### config.mk
export PLATFORM = sky130hd
export DESIGN_NAME = fetch_unit_flat
export DESIGN_NICKNAME = d
export VERILOG_FILES = /design/src/rtl/fetch_unit_if.sv /design/src/rtl/fetch_unit.sv /design/src/flat_wrapper.sv
export SDC_FILE = /design/constraint.sdc
export NUM_CORES = 1
export LEC_CHECK = 0
export BUFFER_PORTS_ARGS = -buffer_cell sky130_fd_sc_hd__buf_4
export CAP_MARGIN = 0
export CORE_UTILIZATION = 60
export DETAILED_ROUTE_END_ITERATION = 10
export MAX_ROUTING_LAYER = met4
export PLACE_DENSITY = 0.86
export SLEW_MARGIN = 30
export SYNTH_ARGS = -nofsm -noshare
export SYNTH_HDL_FRONTEND = slang
export SYNTH_SLANG_ARGS = --single-unit
### constraint.sdc
create_clock -name clk_i -period 4.23 [get_ports clk_i]
set_clock_uncertainty 0.2 [all_clocks]
set_input_delay 0 -clock clk_i [delete_from_list [all_inputs] [get_ports clk_i]]
set_output_delay 0 -clock clk_i [all_outputs]
set_load 0.02 [all_outputs]
### src/rtl/fetch_unit_if.sv
// fetch_unit_if: branch redirect, icache request/response and decode handshake bundle.
interface fetch_unit_if;
    logic        branch_request_i;
    logic [31:0] branch_pc_i;
    logic        icache_rd_o;
    logic [31:0] icache_pc_o;
    logic        icache_accept_i;
    logic        icache_valid_i;
    logic        icache_error_i;
    logic [31:0] icache_inst_i;
    logic        fetch_valid_o;
    logic [31:0] fetch_instr_o;
    logic [31:0] fetch_pc_o;
    logic        fetch_fault_o;
    logic        fetch_accept_i;
    modport slave (
        input  branch_request_i, branch_pc_i, icache_accept_i, icache_valid_i,
               icache_error_i, icache_inst_i, fetch_accept_i,
        output icache_rd_o, icache_pc_o, fetch_valid_o, fetch_instr_o, fetch_pc_o, fetch_fault_o
    );
    modport master (
        output branch_request_i, branch_pc_i, icache_accept_i, icache_valid_i,
               icache_error_i, icache_inst_i, fetch_accept_i,
        input  icache_rd_o, icache_pc_o, fetch_valid_o, fetch_instr_o, fetch_pc_o, fetch_fault_o
    );
endinterface

### src/rtl/fetch_unit.sv
// fetch_unit: single-outstanding instruction fetcher with a 2-entry decode buffer,
// branch redirect/flush and halt-on-fault.
module fetch_unit #(
    parameter logic [31:0] BOOT_VECTOR = 32'h8000_0000
) (
    input  logic         clk_i,
    input  logic         rst_i,
    fetch_unit_if.slave  bus
);
    logic [31:0] r_pc;
    logic [31:0] r_req_pc;
    logic [31:0] r_fifo_pc    [2];
    logic [31:0] r_fifo_instr [2];
    logic [1:0]  r_fifo_fault;
    logic        r_rd_ptr;
    logic        r_wr_ptr;
    logic [1:0]  r_count;
    logic        r_outstanding;
    logic        r_drop;
    logic        r_halt;

    logic w_issue;
    logic w_fire;
    logic w_resp;
    logic w_push;
    logic w_pop;

    // rst_i gates the request so nothing is issued while reset is held
    assign w_issue = rst_i && !r_outstanding && r_count != 2'd2 && !r_halt && !bus.branch_request_i;
    assign w_fire  = w_issue && bus.icache_accept_i;
    assign w_resp  = r_outstanding && bus.icache_valid_i;
    assign w_push  = w_resp && !r_drop && !bus.branch_request_i;
    assign w_pop   = r_count != 2'd0 && bus.fetch_accept_i && !bus.branch_request_i;

    assign bus.icache_rd_o   = w_issue;
    assign bus.icache_pc_o   = r_pc;
    assign bus.fetch_valid_o = r_count != 2'd0;
    assign bus.fetch_instr_o = r_fifo_instr[r_rd_ptr];
    assign bus.fetch_pc_o    = r_fifo_pc[r_rd_ptr];
    assign bus.fetch_fault_o = r_fifo_fault[r_rd_ptr];

    always_ff @(posedge clk_i or negedge rst_i) begin
        if (!rst_i) begin
            r_pc            <= BOOT_VECTOR;
            r_req_pc        <= '0;
            r_fifo_pc[0]    <= '0;
            r_fifo_pc[1]    <= '0;
            r_fifo_instr[0] <= '0;
            r_fifo_instr[1] <= '0;
            r_fifo_fault    <= '0;
            r_rd_ptr        <= 1'b0;
            r_wr_ptr        <= 1'b0;
            r_count         <= '0;
            r_outstanding   <= 1'b0;
            r_drop          <= 1'b0;
            r_halt          <= 1'b0;
        end else begin
            if (w_fire) begin
                r_outstanding <= 1'b1;
                r_req_pc      <= r_pc;
            end else if (w_resp) begin
                r_outstanding <= 1'b0;
            end
            if (bus.branch_request_i) begin
                r_pc     <= {bus.branch_pc_i[31:2], 2'b00};
                r_count  <= '0;
                r_rd_ptr <= 1'b0;
                r_wr_ptr <= 1'b0;
                r_halt   <= 1'b0;
                // a response landing in the branch cycle is already discarded here
                r_drop   <= r_outstanding && !bus.icache_valid_i;
            end else begin
                if (w_fire)
                    r_pc <= r_pc + 32'd4;
                if (w_resp)
                    r_drop <= 1'b0;
                if (w_push) begin
                    r_fifo_pc[r_wr_ptr]    <= r_req_pc;
                    r_fifo_instr[r_wr_ptr] <= bus.icache_error_i ? 32'd0 : bus.icache_inst_i;
                    r_fifo_fault[r_wr_ptr] <= bus.icache_error_i;
                    r_wr_ptr               <= ~r_wr_ptr;
                    if (bus.icache_error_i)
                        r_halt <= 1'b1;
                end
                if (w_pop)
                    r_rd_ptr <= ~r_rd_ptr;
                r_count <= r_count + 2'(w_push) - 2'(w_pop);
            end
        end
    end
endmodule

### src/flat_wrapper.sv
// flat-port wrapper written by rule: the top's interface ports become plain ports
module fetch_unit_flat 
#(
    parameter logic [31:0] BOOT_VECTOR = 32'h8000_0000
)
  (clk_i, rst_i, bus_branch_request_i, bus_branch_pc_i, bus_icache_accept_i, bus_icache_valid_i, bus_icache_error_i, bus_icache_inst_i, bus_fetch_accept_i, bus_icache_rd_o, bus_icache_pc_o, bus_fetch_valid_o, bus_fetch_instr_o, bus_fetch_pc_o, bus_fetch_fault_o);
  fetch_unit_if bus_i ();
  input  logic clk_i;
  input  logic rst_i;
  input wire logic [$bits(bus_i.branch_request_i)-1:0] bus_branch_request_i;
  input wire logic [$bits(bus_i.branch_pc_i)-1:0] bus_branch_pc_i;
  input wire logic [$bits(bus_i.icache_accept_i)-1:0] bus_icache_accept_i;
  input wire logic [$bits(bus_i.icache_valid_i)-1:0] bus_icache_valid_i;
  input wire logic [$bits(bus_i.icache_error_i)-1:0] bus_icache_error_i;
  input wire logic [$bits(bus_i.icache_inst_i)-1:0] bus_icache_inst_i;
  input wire logic [$bits(bus_i.fetch_accept_i)-1:0] bus_fetch_accept_i;
  output wire logic [$bits(bus_i.icache_rd_o)-1:0] bus_icache_rd_o;
  output wire logic [$bits(bus_i.icache_pc_o)-1:0] bus_icache_pc_o;
  output wire logic [$bits(bus_i.fetch_valid_o)-1:0] bus_fetch_valid_o;
  output wire logic [$bits(bus_i.fetch_instr_o)-1:0] bus_fetch_instr_o;
  output wire logic [$bits(bus_i.fetch_pc_o)-1:0] bus_fetch_pc_o;
  output wire logic [$bits(bus_i.fetch_fault_o)-1:0] bus_fetch_fault_o;
  assign bus_i.branch_request_i = bus_branch_request_i;
  assign bus_i.branch_pc_i = bus_branch_pc_i;
  assign bus_i.icache_accept_i = bus_icache_accept_i;
  assign bus_i.icache_valid_i = bus_icache_valid_i;
  assign bus_i.icache_error_i = bus_icache_error_i;
  assign bus_i.icache_inst_i = bus_icache_inst_i;
  assign bus_i.fetch_accept_i = bus_fetch_accept_i;
  assign bus_icache_rd_o = bus_i.icache_rd_o;
  assign bus_icache_pc_o = bus_i.icache_pc_o;
  assign bus_fetch_valid_o = bus_i.fetch_valid_o;
  assign bus_fetch_instr_o = bus_i.fetch_instr_o;
  assign bus_fetch_pc_o = bus_i.fetch_pc_o;
  assign bus_fetch_fault_o = bus_i.fetch_fault_o;
  fetch_unit #(.BOOT_VECTOR(BOOT_VECTOR)) u_core (.clk_i(clk_i), .rst_i(rst_i), .bus(bus_i));
endmodule
==> flow_metrics.py <==
metrics = {
    "logic_synthesis": {
        "synth_cells": 822,
        "synth_edf_count": 0,
        "syn_area_um2": 8770,
        "synth_warnings": 0,
        "synth_seq_area_share": 0.551,
        "synth_cell_type_count": 47,
        "syn_avg_cell_area_um2": 10.7,
        "async_reset_ff_frac": 1.00,
        "synth-seq-cells": 193,
        "yosys_most_used_dff": "dfrtp_1",
    },
    "placed_design": {
        "place.gp.congestion": 0.850,
        "dp_hpwl_um": 12400,
        "portBuffers": 163,
        "placedCellCount": 1122,
        "place_area_um2": 10100,
        "place_ws_ps": 1540,
    },
    "sta": {
        "rsz0062_at_grt": "no",
        "finalMaxSlewViolations": 0,
        "finalCritPeriodShare": 0.820,
        "tightest_slew_ps": 857,
        "layout_min_cycle_time_ps": 3470,
        "setup_viol": 0,
        "fmax_mhz": 288,
        "slew-limit-headroom": 0.427,
        "fin_tns_setup_ps": 0,
        "setup_ws_ps": 763,
        "finalHoldViolCount": 0,
        "timing.hold.ws_ps": 145,
    },
    "cts": {
        "clockRootBuffer": "clkbuf_16",
        "cts_buffer_depth": 2,
        "cts_resized": 0,
        "clk_latency_ps": 430,
        "cts_tree": "done",
        "h-tree-depth": 4,
        "cts_buffers": 17,
        "cts.clk_slew.worst_paths_ps": 70,
        "cts_setup_buffers": 0,
        "clkSinkCount": 193,
    },
    "global_routing": {
        "grt_pass1_wl_um": 38800,
        "grtUsageTotal": 0.352,
        "antenna_found_initial": 0,
        "grt_overflow": 0,
        "grt_start_max_net_pins": 147,
        "grt_pass1_vias": 7657,
    },
    "setup_path": {
        "cp_num_cells": 10,
        "crit_required_ps": 4390,
        "cp.arrival_ps": 3630,
        "startpoint_type": "input pin",
        "crit_path_max_fanout": 29,
        "crit_type": "input pin to flip-flop",
        "slowest_stage": "dlygate4sd3_1",
        "rrSetupSlack_ps": 1090,
        "r2r_cells": 7,
        "crit_path_frequent_cell": "dlygate4sd3_1",
        "slowest_delay_ps": 610,
        "cp_num_buf_inv": 5,
        "reg2reg_from": "u_core.r_outstanding",
        "regToRegEndpoint": "u_core.bus.icache_pc_o[9]",
        "end_kind": "flip-flop",
        "path_delay_family": "buffers and inverters",
        "path_cells": "dlygate4sd3_1, dlygate4sd3_1, clkbuf_8, nor4b_2, and3_2, buf_4, nand2_1, xor2_1, o21ai_0, dlygate4sd3_1",
    },
    "floorplan": {
        "pin_count": 170,
        "core_area_um2": 14000,
        "die_area_um2": 15100,
        "rows": 43,
        "die_h_um": 123,
        "die_w_um": 123,
        "start_util": 0.624,
    },
    "final_layout": {
        "area_delta_synth_final_pct": 37.4,
        "antennaDiodeCount": 0,
        "fin_util": 0.858,
        "final_cell_mix": "dfrtp_1 (191), nand2_1 (181), buf_4 (167), dlygate4sd3_1 (131), mux2_2 (125)",
        "stdcell_area_um2": 12000,
        "fin_cells": 1286,
        "drive_above_1_share": 0.310,
        "final_common_cell": "dfrtp_1",
        "finalNetCount": 1167,
    },
    "routing": {
        "via_count": 7526,
        "vias_per_cell": 5.85,
        "drcViolationCount": 0,
        "drtAntennaViolNets": 0,
        "wl_per_cell_um": 19.1,
        "firstDrtPassIters": 5,
        "finalWirelength_um": 24600,
        "drtIter0Drc": 662,
    },
    "power": {
        "p_int_mw": 3.97,
        "finalPower_mw": 5.79,
        "swShare": 0.314,
        "seqPwrFrac": 0.429,
        "switchingPower_mw": 1.82,
        "leakagePower_nw": 5.74,
        "peakVddDrop_v": 0.000479,
        "comb_power_share": 0.289,
        "power_density_nw_per_um2": 481,
        "p_clk_frac": 0.283,
    },
    "hold_path": {
        "whs_path_depth": 4,
        "hp-start": "bus_branch_pc_i[4]",
        "hold-path-endpoint": "u_core.bus.icache_pc_o[4]",
        "min_path_type": "input pin to flip-flop",
    },
    "status": {
        "status": "completed",
    },
    "run": {
        "maxCapViolations": 0,
    },
}
==> worst max path at each step <==
| stage | start | to | slack (ps) |
|---|---|---|---|
| global placement | u_core.r_outstanding | u_core.r_fifo_pc[41] | 1580 |
| CTS | rst_i | u_core.bus.icache_pc_o[10] | 880 |
| finish | rst_i | u_core.bus.icache_pc_o[9] | 760 |
| floorplan | u_core.bus.icache_pc_o[2] | u_core.bus.icache_pc_o[24] | 1830 |
| global route | rst_i | u_core.bus.icache_pc_o[9] | 600 |
| detailed placement | u_core.r_outstanding | u_core.r_fifo_pc[36] | 1540 |
==> area by class of cell <==
class	count	area, µm²
clock inverters	14	165
clock buffers	18	429
repair buffers	302	2650
fillers	697	2000
well taps	180	225
inverters	7	26.3
multi-input cells	572	3710
flip-flops and latches	193	4830
==> flip-flops by register name, summed over array words and instances, names as in the netlist, 2 cells and up <==
name and flops:
u_core.bus.icache_pc_o 30, u_core.r_fifo_fault 2, u_core.r_req_pc 30, u_core.r_fifo_pc 60, u_core.r_count 2, u_core.r_fifo_instr 64
==> kinds of logic (layout without fill, tap and decap cells) <==
kind of cell / Yosys count / after routing / synth area share
simple gates: 309 / 309 / 0.167
flops: 193 / 193 / 0.551
mux: 126 / 126 / 0.162
compound gates: 122 / 122 / 0.0765
buf+inv: 60 / 341 / 0.0308
xor+xnor: 8 / 8 / 0.00799
fa+ha+maj: 3 / 3 / 0.00428
other cells: 1 / 4 / 0.000428
==> worst min-delay path: cells and delay by family <==
kind / cells / cell delay (ps)
compound gates: 1 / 50
buf+inv: 2 / 630
simple gates: 1 / 60
==> layer usage <==
| layer | vias up | track usage | part of all wire |
|---|---|---|---|
| met3 | 67 | 0.0762 | 0.070 |
| met2 | 354 | 0.595 | 0.51 |
| met5 | - | - | 0 |
| met4 | 0 | 0.134 | 0.029 |
| met1 | 3727 | 0.410 | 0.39 |
| li1 | 3378 | - | - |
==> cells in the mapped netlist, types with 4 or more instances <==
library cell | count | area share
buf_1 | 6 | 0.0026
nor2b_1 | 5 | 0.0036
nand2_1 | 182 | 0.078
nand4_1 | 11 | 0.0079
buf_4 | 4 | 0.0034
o311ai_0 | 5 | 0.0050
buf_2 | 6 | 0.0034
o21ai_0 | 90 | 0.051
inv_1 | 7 | 0.0030
nor2_1 | 16 | 0.0069
dfrtp_1 | 192 | 0.55
clkbuf_1 | 34 | 0.015
and3_1 | 7 | 0.0050
o211ai_1 | 9 | 0.0077
xor2_1 | 5 | 0.0050
nand3b_1 | 6 | 0.0051
a21oi_1 | 12 | 0.0069
nor4_1 | 4 | 0.0029
mux2_2 | 125 | 0.16
nand3_1 | 20 | 0.011
nand2b_1 | 33 | 0.024
==> timing repair <==
action                     4_1_cts  5_1_grt
setup endpoints to repair        0        0
hold buffers                   132        0
hold endpoints to repair       307        0
==> power by group through the flow <==
stage	Combinational (mW)	Clock, mW	Sequential, mW
after floorplan	0.915	0	2.44
after global placement	1.48	0	2.46
after detailed placement	1.52	0	2.49
after CTS	1.63	1.63	2.46
after global routing	1.79	1.72	2.53
final	1.67	1.64	2.48
No activity file was read; power rests on OpenSTA's default activity.
